--- config.mk ---
export PLATFORM = sky130hd
export DESIGN_NAME = hazard_ctrl_multicycle
export DESIGN_NICKNAME = d
export VERILOG_FILES = /design/src/rtl/hazard_ctrl_multicycle.sv
export SDC_FILE = /design/constraint.sdc
export NUM_CORES = 1
export LEC_CHECK = 0
export BUFFER_PORTS_ARGS = -buffer_cell sky130_fd_sc_hd__buf_2
export CORE_UTILIZATION = 45
export CTS_CLUSTER_DIAMETER = 120
export DETAILED_ROUTE_END_ITERATION = 16
export PLACE_DENSITY = 0.91
export SLEW_MARGIN = 20
export SYNTH_ARGS = -nofsm -noshare
export SYNTH_HDL_FRONTEND = slang
export SYNTH_SLANG_ARGS = --single-unit
--- constraint.sdc ---
create_clock -name iClk -period 2.8 [get_ports iClk]
set_input_delay 0.56 -clock iClk [delete_from_list [all_inputs] [get_ports iClk]]
set_output_delay 0.56 -clock iClk [all_outputs]
set_load 0.01 [all_outputs]
--- src/rtl/hazard_ctrl_multicycle.sv ---
// -----------------------------------------------------------------------------
// hazard_ctrl_multicycle
//
// Hazard controller for a 5-stage (F/D/E/M/W) pipeline. It sits beside the
// pipeline registers and drives their stall and flush enables.
//
// Functions:
//   - Operand forwarding selects for E. M has priority over W, and x0 is never
//     forwarded.
//   - Load-use bubbles of LOAD_BUBBLES cycles. The PC and F/D are held while
//     D/E is cleared.
//   - Taken-branch flush of F/D and D/E.
//   - Data-memory wait state. It freezes F..M and bubbles W until memory
//     signals ready.
//   - A saturating count of cycles in which the PC was held.
//
// Parameters:
//   REG_AW        register address width
//   NUM_SRC       source operands per instruction
//   LOAD_BUBBLES  bubble cycles per load-use hazard (>= 1)
//   CNT_W         width of the stall-cycle counter
//
// Ports:
//   iClk, iRst                 clock, synchronous active-high reset
//   iIsLoadE, iRegWriteEn{E,M,W}, iDestReg{E,M,W}
//                              producer information per stage
//   iSrcRegD, iSrcRegE         flattened source registers, operand k at
//                              [k*REG_AW +: REG_AW]
//   iBranchTakenE              branch in E resolved taken
//   iMemReqM, iMemReadyM       data-memory handshake from M
//   oForwardE                  per operand: 00 regfile, 01 from M, 10 from W
//   oStall{F,D,E,M}            hold enables
//   oFlush{D,E,W}              clear enables (insert NOP)
//   oStallCount                cycles with oStallF=1 since reset, saturating
// -----------------------------------------------------------------------------
module hazard_ctrl_multicycle #(
    parameter int REG_AW       = 5,
    parameter int NUM_SRC      = 2,
    parameter int LOAD_BUBBLES = 1,
    parameter int CNT_W        = 16
) (
    input  logic                      iClk,
    input  logic                      iRst,
    input  logic                      iIsLoadE,
    input  logic                      iRegWriteEnE,
    input  logic                      iRegWriteEnM,
    input  logic                      iRegWriteEnW,
    input  logic [REG_AW-1:0]         iDestRegE,
    input  logic [REG_AW-1:0]         iDestRegM,
    input  logic [REG_AW-1:0]         iDestRegW,
    input  logic [NUM_SRC*REG_AW-1:0] iSrcRegD,
    input  logic [NUM_SRC*REG_AW-1:0] iSrcRegE,
    input  logic                      iBranchTakenE,
    input  logic                      iMemReqM,
    input  logic                      iMemReadyM,
    output logic [NUM_SRC*2-1:0]      oForwardE,
    output logic                      oStallF,
    output logic                      oStallD,
    output logic                      oStallE,
    output logic                      oStallM,
    output logic                      oFlushD,
    output logic                      oFlushE,
    output logic                      oFlushW,
    output logic [CNT_W-1:0]          oStallCount
);

    // The bubble counter only has to hold LOAD_BUBBLES-1.
    localparam int BCNT_W = (LOAD_BUBBLES > 1) ? $clog2(LOAD_BUBBLES) : 1;

    typedef enum logic [1:0] {
        ST_RUN        = 2'd0,
        ST_LOAD_STALL = 2'd1,
        ST_MEM_WAIT   = 2'd2
    } state_t;

    state_t              state_q,     state_d;
    logic [BCNT_W-1:0]   bubble_q,    bubble_d;
    logic [CNT_W-1:0]    stall_cnt_q, stall_cnt_d;

    logic load_use_hit;
    logic mem_wait;
    logic run_eval;

    // -------------------------------------------------------------------------
    // Forwarding selects for the operands of the instruction in E.
    // -------------------------------------------------------------------------
    always_comb begin
        // NOTE: every combinational output gets a default before any branch.
        // Without it, a path that skips the assignment would infer a latch.
        oForwardE = '0;
        if (!iRst) begin
            for (int k = 0; k < NUM_SRC; k++) begin
                if (iSrcRegE[k*REG_AW +: REG_AW] == '0) begin
                    oForwardE[k*2 +: 2] = 2'b00;
                end else if (iRegWriteEnM && (iDestRegM == iSrcRegE[k*REG_AW +: REG_AW])) begin
                    oForwardE[k*2 +: 2] = 2'b01;
                end else if (iRegWriteEnW && (iDestRegW == iSrcRegE[k*REG_AW +: REG_AW])) begin
                    oForwardE[k*2 +: 2] = 2'b10;
                end else begin
                    oForwardE[k*2 +: 2] = 2'b00;
                end
            end
        end
    end

    // -------------------------------------------------------------------------
    // Load-use detection. A load in E feeds a source operand that is in D.
    // -------------------------------------------------------------------------
    always_comb begin
        load_use_hit = 1'b0;
        for (int k = 0; k < NUM_SRC; k++) begin
            if (iSrcRegD[k*REG_AW +: REG_AW] == iDestRegE) begin
                load_use_hit = 1'b1;
            end
        end
        load_use_hit = load_use_hit && iIsLoadE && iRegWriteEnE && (iDestRegE != '0);
    end

    assign mem_wait = iMemReqM && !iMemReadyM;

    // -------------------------------------------------------------------------
    // Next-state logic and stall/flush outputs.
    // The cycle in which MEM_WAIT sees ready counts as an ordinary RUN cycle.
    // A branch or load-use that waited in E is acted on in that same cycle,
    // because the pipeline advances as soon as the stalls drop.
    // -------------------------------------------------------------------------
    always_comb begin
        state_d  = state_q;
        bubble_d = bubble_q;
        run_eval = 1'b0;
        oStallF  = 1'b0;
        oStallD  = 1'b0;
        oStallE  = 1'b0;
        oStallM  = 1'b0;
        oFlushD  = 1'b0;
        oFlushE  = 1'b0;
        oFlushW  = 1'b0;

        if (iRst) begin
            // Reset flushes the pipeline that cycle. The registered state
            // returns to RUN in the flop process.
            oFlushD = 1'b1;
            oFlushE = 1'b1;
            oFlushW = 1'b1;
        end else begin
            unique case (state_q)
                ST_RUN: begin
                    if (mem_wait) begin
                        state_d = ST_MEM_WAIT;
                    end else begin
                        run_eval = 1'b1;
                    end
                end
                ST_MEM_WAIT: begin
                    if (iMemReadyM) begin
                        run_eval = 1'b1;
                    end
                end
                ST_LOAD_STALL: begin
                    // A memory wait pauses the bubble sequence. The counter
                    // holds its value.
                    if (!mem_wait) begin
                        oStallF  = 1'b1;
                        oStallD  = 1'b1;
                        oFlushE  = 1'b1;
                        bubble_d = bubble_q - BCNT_W'(1);
                        if (bubble_q == BCNT_W'(1)) begin
                            state_d = ST_RUN;
                        end
                    end
                end
                default: begin
                    state_d = ST_RUN;
                end
            endcase

            // Memory-wait outputs. This covers RUN and LOAD_STALL with a
            // pending request, and MEM_WAIT until the ready cycle.
            if (!run_eval && (mem_wait || (state_q == ST_MEM_WAIT))) begin
                oStallF = 1'b1;
                oStallD = 1'b1;
                oStallE = 1'b1;
                oStallM = 1'b1;
                oFlushW = 1'b1;
            end

            if (run_eval) begin
                state_d = ST_RUN;
                if (load_use_hit) begin
                    oStallF = 1'b1;
                    oStallD = 1'b1;
                    oFlushE = 1'b1;
                    if (LOAD_BUBBLES > 1) begin
                        state_d  = ST_LOAD_STALL;
                        bubble_d = BCNT_W'(LOAD_BUBBLES - 1);
                    end
                end else if (iBranchTakenE) begin
                    oFlushD = 1'b1;
                    oFlushE = 1'b1;
                end
            end
        end
    end

    // -------------------------------------------------------------------------
    // Saturating count of cycles in which the PC was held.
    // -------------------------------------------------------------------------
    always_comb begin
        stall_cnt_d = stall_cnt_q;
        if (oStallF && (stall_cnt_q != {CNT_W{1'b1}})) begin
            stall_cnt_d = stall_cnt_q + CNT_W'(1);
        end
    end

    assign oStallCount = stall_cnt_q;

    // -------------------------------------------------------------------------
    // State registers
    // -------------------------------------------------------------------------
    // NOTE: sequential state uses non-blocking assignments only, so every flop
    // samples the pre-edge value of every other flop.
    always_ff @(posedge iClk) begin
        if (iRst) begin
            state_q     <= ST_RUN;
            bubble_q    <= '0;
            stall_cnt_q <= '0;
        end else begin
            state_q     <= state_d;
            bubble_q    <= bubble_d;
            stall_cnt_q <= stall_cnt_d;
        end
    end

endmodule

After elaboration in Yosys (flattened, before gate mapping)
Index checks and enable logic that the tools add are counted.
Widths: inputs -> output; s select.
{"block": "word_totals", "register_bits": 19, "input_bits": 44, "out_inout_bits": 27, "wordCells": 72}
{"block": "classes", "addsub": 2, "n_eq_ne": 12, "n_mux": 33, "bitwise": 2, "n_reduce_logical": 20}
{"op": "$eq 5x5->1", "n": 6}
{"op": "$mux 1", "n": 21}
{"op": "$mux 2", "n": 9}
{"op": "$add 16x1->16 const B", "n": 1}
{"op": "$ne 16x16->1 const B", "n": 1}
{"op": "$logic_and 1x1->1", "n": 10}
{"op": "$logic_not 5->1", "n": 2}
{"op": "$ne 2x2->1 const B", "n": 3}
{"op": "$pmux 2 s3", "n": 1}
{"op": "$reduce_bool 5->1", "n": 1}
{"op": "$mux 4", "n": 1}
{"op": "$reduce_and 4->1", "n": 1}
{"op": "$eq 2x1->1 const B", "n": 1}
{"op": "$eq 2x2->1 const B", "n": 1}
{"op": "$logic_not 1->1", "n": 2}
{"op": "$logic_not 2->1", "n": 1}
{"op": "$not 1->1", "n": 2}
{"op": "$pmux 1 s2", "n": 1}
{"op": "$reduce_and 2->1", "n": 1}
{"op": "$reduce_or 2->1", "n": 1}
{"op": "$logic_or 1x1->1", "n": 1}
{"op": "$sub 1x1->1 const B", "n": 1}

Logic depth before layout (Yosys ltp)
{"block": "logic_depth", "ltp_word": 12, "mapped_depth": 9}

Worst setup path before layout
OpenSTA, ideal clock, no wires.
{"block": "synth_timing", "path_type": "input to output", "start": "input iDestRegE[1]", "end": "output oStallF", "arrival_time_ns": 1.804, "required_time_ns": 2.240, "setup_slack_ns": 0.436, "stages": 5, "n_path_buf": 1, "cell_sequence": "or4_4 -> o211a_1 -> a21boi_4 -> nor2_1 -> buf_4"}
{"block": "synth_between", "elab_chain_cells": 9}
{"element": "start: declaration", "line": "48", "rtl": "input logic [REG_AW-1:0] iDestRegE,"}
{"element": "$eq 5x5->1", "line": "112", "rtl": "if (iSrcRegD[k*REG_AW +: REG_AW] == iDestRegE) begin"}
{"element": "$mux 1 (2 in a row)", "line": "112"}
{"element": "$logic_and 1x1->1 (2 in a row)", "line": "116", "rtl": "load_use_hit = load_use_hit && iIsLoadE && iRegWriteEnE && (iDestRegE != '0);"}
{"element": "$logic_and 1x1->1 (*)", "line": "116"}
{"element": "$mux 1 (*) (3 in a row)"}
{"element": "end: declaration", "line": "57", "rtl": "output logic oStallF,"}
Mark *: on every way between the ends. The rest lies on a longest branch, timed or not.

Worst setup path after layout
{"block": "layout_timing", "start": "input iDestRegE[1]", "end": "output oFlushD"}
{"block": "layout_between", "elab_chain_cells": 9}
{"element": "$eq 5x5->1", "line": "112"}
{"element": "$mux 1 (2 in a row)", "line": "112"}
{"element": "$logic_and 1x1->1 (2 in a row)", "line": "116"}
{"element": "$logic_and 1x1->1 (*)", "line": "116"}
{"element": "$mux 1 (*)", "line": "189", "rtl": "if (load_use_hit) begin"}
{"element": "$mux 1 (*)", "line": "187", "rtl": "if (run_eval) begin"}
{"element": "$mux 1 (*)", "line": "139", "rtl": "if (iRst) begin"}
{"element": "end: declaration", "line": "61", "rtl": "output logic oFlushD,"}
Marked as above.

==> results.cfg <==
[grt]
overflow = 0
grt_max_degree = 25
grt_use_total = 0.215
grt_pass1_vias = 1359
antenna_found_initial = 0
grt_pass1_wl_um = 5620

[drt]
drc_errors = 0
detail_route.iter0.violations = 48
drtAntennaViolNets = 0
drt-pass1-iter-count = 4
wl_per_cell_um = 12.5
viasPerCell = 5.61
drt_wl_total_um = 3280
vias = 1463

[logic_synthesis]
synth_seq_cells = 17
ys.flop_type = dfxtp_1
synth_cells = 163
avgSynthCellArea_um2 = 8.20
synthArstFlopShare = 0
synth-edff-count = 0
ys_seq_area_frac = 0.255
ys_types = 47
syn_nets = 208
synth_warnings = 0
synth_area_um2 = 1340

[clock_tree]
cts.sinks = 17
max-clock-path-buffers = 2
root_buffer = clkbuf_4
htreeDepth = 1
numCtsBuffers = 3
hold_buffers = 0
post-cts-setup-buffers = 0
cts.clk_slew.worst_paths_ns = 0.09
tritoncts = built
cts_resized = 0
clk_latency_ns = 0.29

[run]
drv_cap = 0

[power_and_ir_drop]
pwr_density_cell_nw_per_um2 = 297
power_mw = 0.505
ir_drop_v = 0.000389
leakagePower_nw = 0.737

[die]
fp-row-count = 19
die_h_um = 56.5
start_util = 0.480
boundaryPins = 71
die_w_um = 56.5
core_um2 = 2780
die_area_um2 = 3190

[setup_path]
crit_arrival_ns = 1.98
worstPathRequired_ns = 2.24
crit_type = input port to primary output
crit_path_start_kind = input port
critPathMaxFanout = 7
worst_setup_path_end_kind = primary output

[cells_and_area]
area_growth_pct = 27.2
fillers = 257
final_common_cell = buf_2
multiInputGateArea_um2 = 926
fin_nets = 276
antenna_cells = 0
most-common-layout-cells = 70 x buf_2, 17 x xnor2_1, 17 x dfxtp_1, 13 x xor2_1
regArea_um2 = 340
layout-drive-gt1-share = 0.357

[sta]
max_slew.worst_pin.slew_ns = 0.527
max_freq_mhz = 393
rsz0062_at_grt = no
setup_ws_ns = 0.258
final-setup-viol-count = 0
drv_slew = 0
max_slew_margin = 0.648
fin_skew_ns = 0.00407
hold_violations = 0
fin_setup_tns_ns = 0
min_period_over_period = 0.908
min_period_ns = 2.54

[outcome]
outcome = completed

[placed_design]
numPortBuffers = 70
post-dp-hpwl_um = 2630
pre_cts_slack_ns = 0.260
place_congestion = 0.783

[worst_hold_path]
hp-class = flip-flop to flip-flop
==> routing by layer <==
layer | track usage | wire, um | up-vias
li1 | - | - | 729
met1 | 0.249 | 1330 | 661
met2 | 0.408 | 1680 | 71
met3 | 0.0484 | 259 | 2
met4 | 0.0244 | 3 | 0
met5 | 0 | 0 | -
==> cells by family after synthesis <==
family                     Yosys count  synth area share
and+or+nand+nor                     67             0.287
buffers and inverters               12            0.0524
AOI/OAI and AO/OA                   34             0.184
muxes                                2            0.0159
xor gates and xnor gates            30             0.197
adders and majority gates            1           0.00936
DFF                                 17             0.255
==> worst max-delay path, stage by stage <==
cell      delay [ns]
buf_2           0.12
or4_4           0.54
o211a_1         0.27
a21boi_4        0.22
nand2_1         0.08
nand2_1         0.06
buf_2           0.12
==> flip-flops by register name, summed over array words and instances, names as in the netlist <==
signal       flops
oStallCount     16
state_q          1
==> area by class of cell <==
class,instances,share of cell area
Tap cell,31,0.0228
Multi-Input combinational cell,134,0.545
Clock buffer,4,0.0155
Timing Repair Buffer,70,0.206
Inverter,5,0.0110
Sequential cell,17,0.200
==> cells in the mapped netlist, types with 2 or more instances <==
| cell | n | area share |
|---|---|---|
| xnor2_1 | 17 | 0.11 |
| inv_1 | 5 | 0.014 |
| o21ai_0 | 3 | 0.011 |
| nand3_1 | 11 | 0.041 |
| buf_4 | 2 | 0.011 |
| o22ai_1 | 2 | 0.0094 |
| or4_1 | 7 | 0.039 |
| xor2_1 | 13 | 0.085 |
| nor2b_1 | 2 | 0.0094 |
| or2_1 | 2 | 0.0094 |
| a21oi_1 | 10 | 0.037 |
| or3_1 | 6 | 0.028 |
| o21ai_1 | 2 | 0.0075 |
| dfxtp_1 | 17 | 0.25 |
| o31ai_1 | 6 | 0.034 |
| nand4_1 | 2 | 0.0094 |
| clkbuf_1 | 2 | 0.0056 |
| nor2_1 | 11 | 0.031 |
| nor4b_1 | 2 | 0.013 |
| nor4_1 | 3 | 0.014 |
| nor3_1 | 2 | 0.0075 |
| nand2_1 | 11 | 0.031 |
==> report_power, final <==
group / internal (mW) / total [mW] / switching [mW]
registers: 0.243 / 0.245 / 0.00126
logic: 0.0637 / 0.133 / 0.0696
clock network: 0.0554 / 0.127 / 0.0719
total: 0.362 / 0.505 / 0.143
==> metrics by stage <==
step / instance area, um2 / utilization / hold slack [ns] / instances
after detailed placement: 1670 / 0.602 / 0.491 / 257
after global placement: 1670 / 0.602 / 0.484 / 257
after global routing: 1700 / 0.611 / 0.541 / 261
after CTS: 1700 / 0.611 / 0.508 / 261
final: 1700 / 0.611 / 0.515 / 261
after floorplan: 1340 / - / 0.508 / 163
==> final timing paths <==
check,from,end,slack (ns),depth (start not counted)
worst max-delay path,iDestRegE[1],oFlushD,0.26,7
worst min-delay path,oStallCount[9],oStallCount[9],0.52,2
worst min register to register,oStallCount[9],oStallCount[9],0.52,2
worst max register to register,oStallCount[0],oStallCount[12],0.66,7
(Power assumes the default switching activity.)
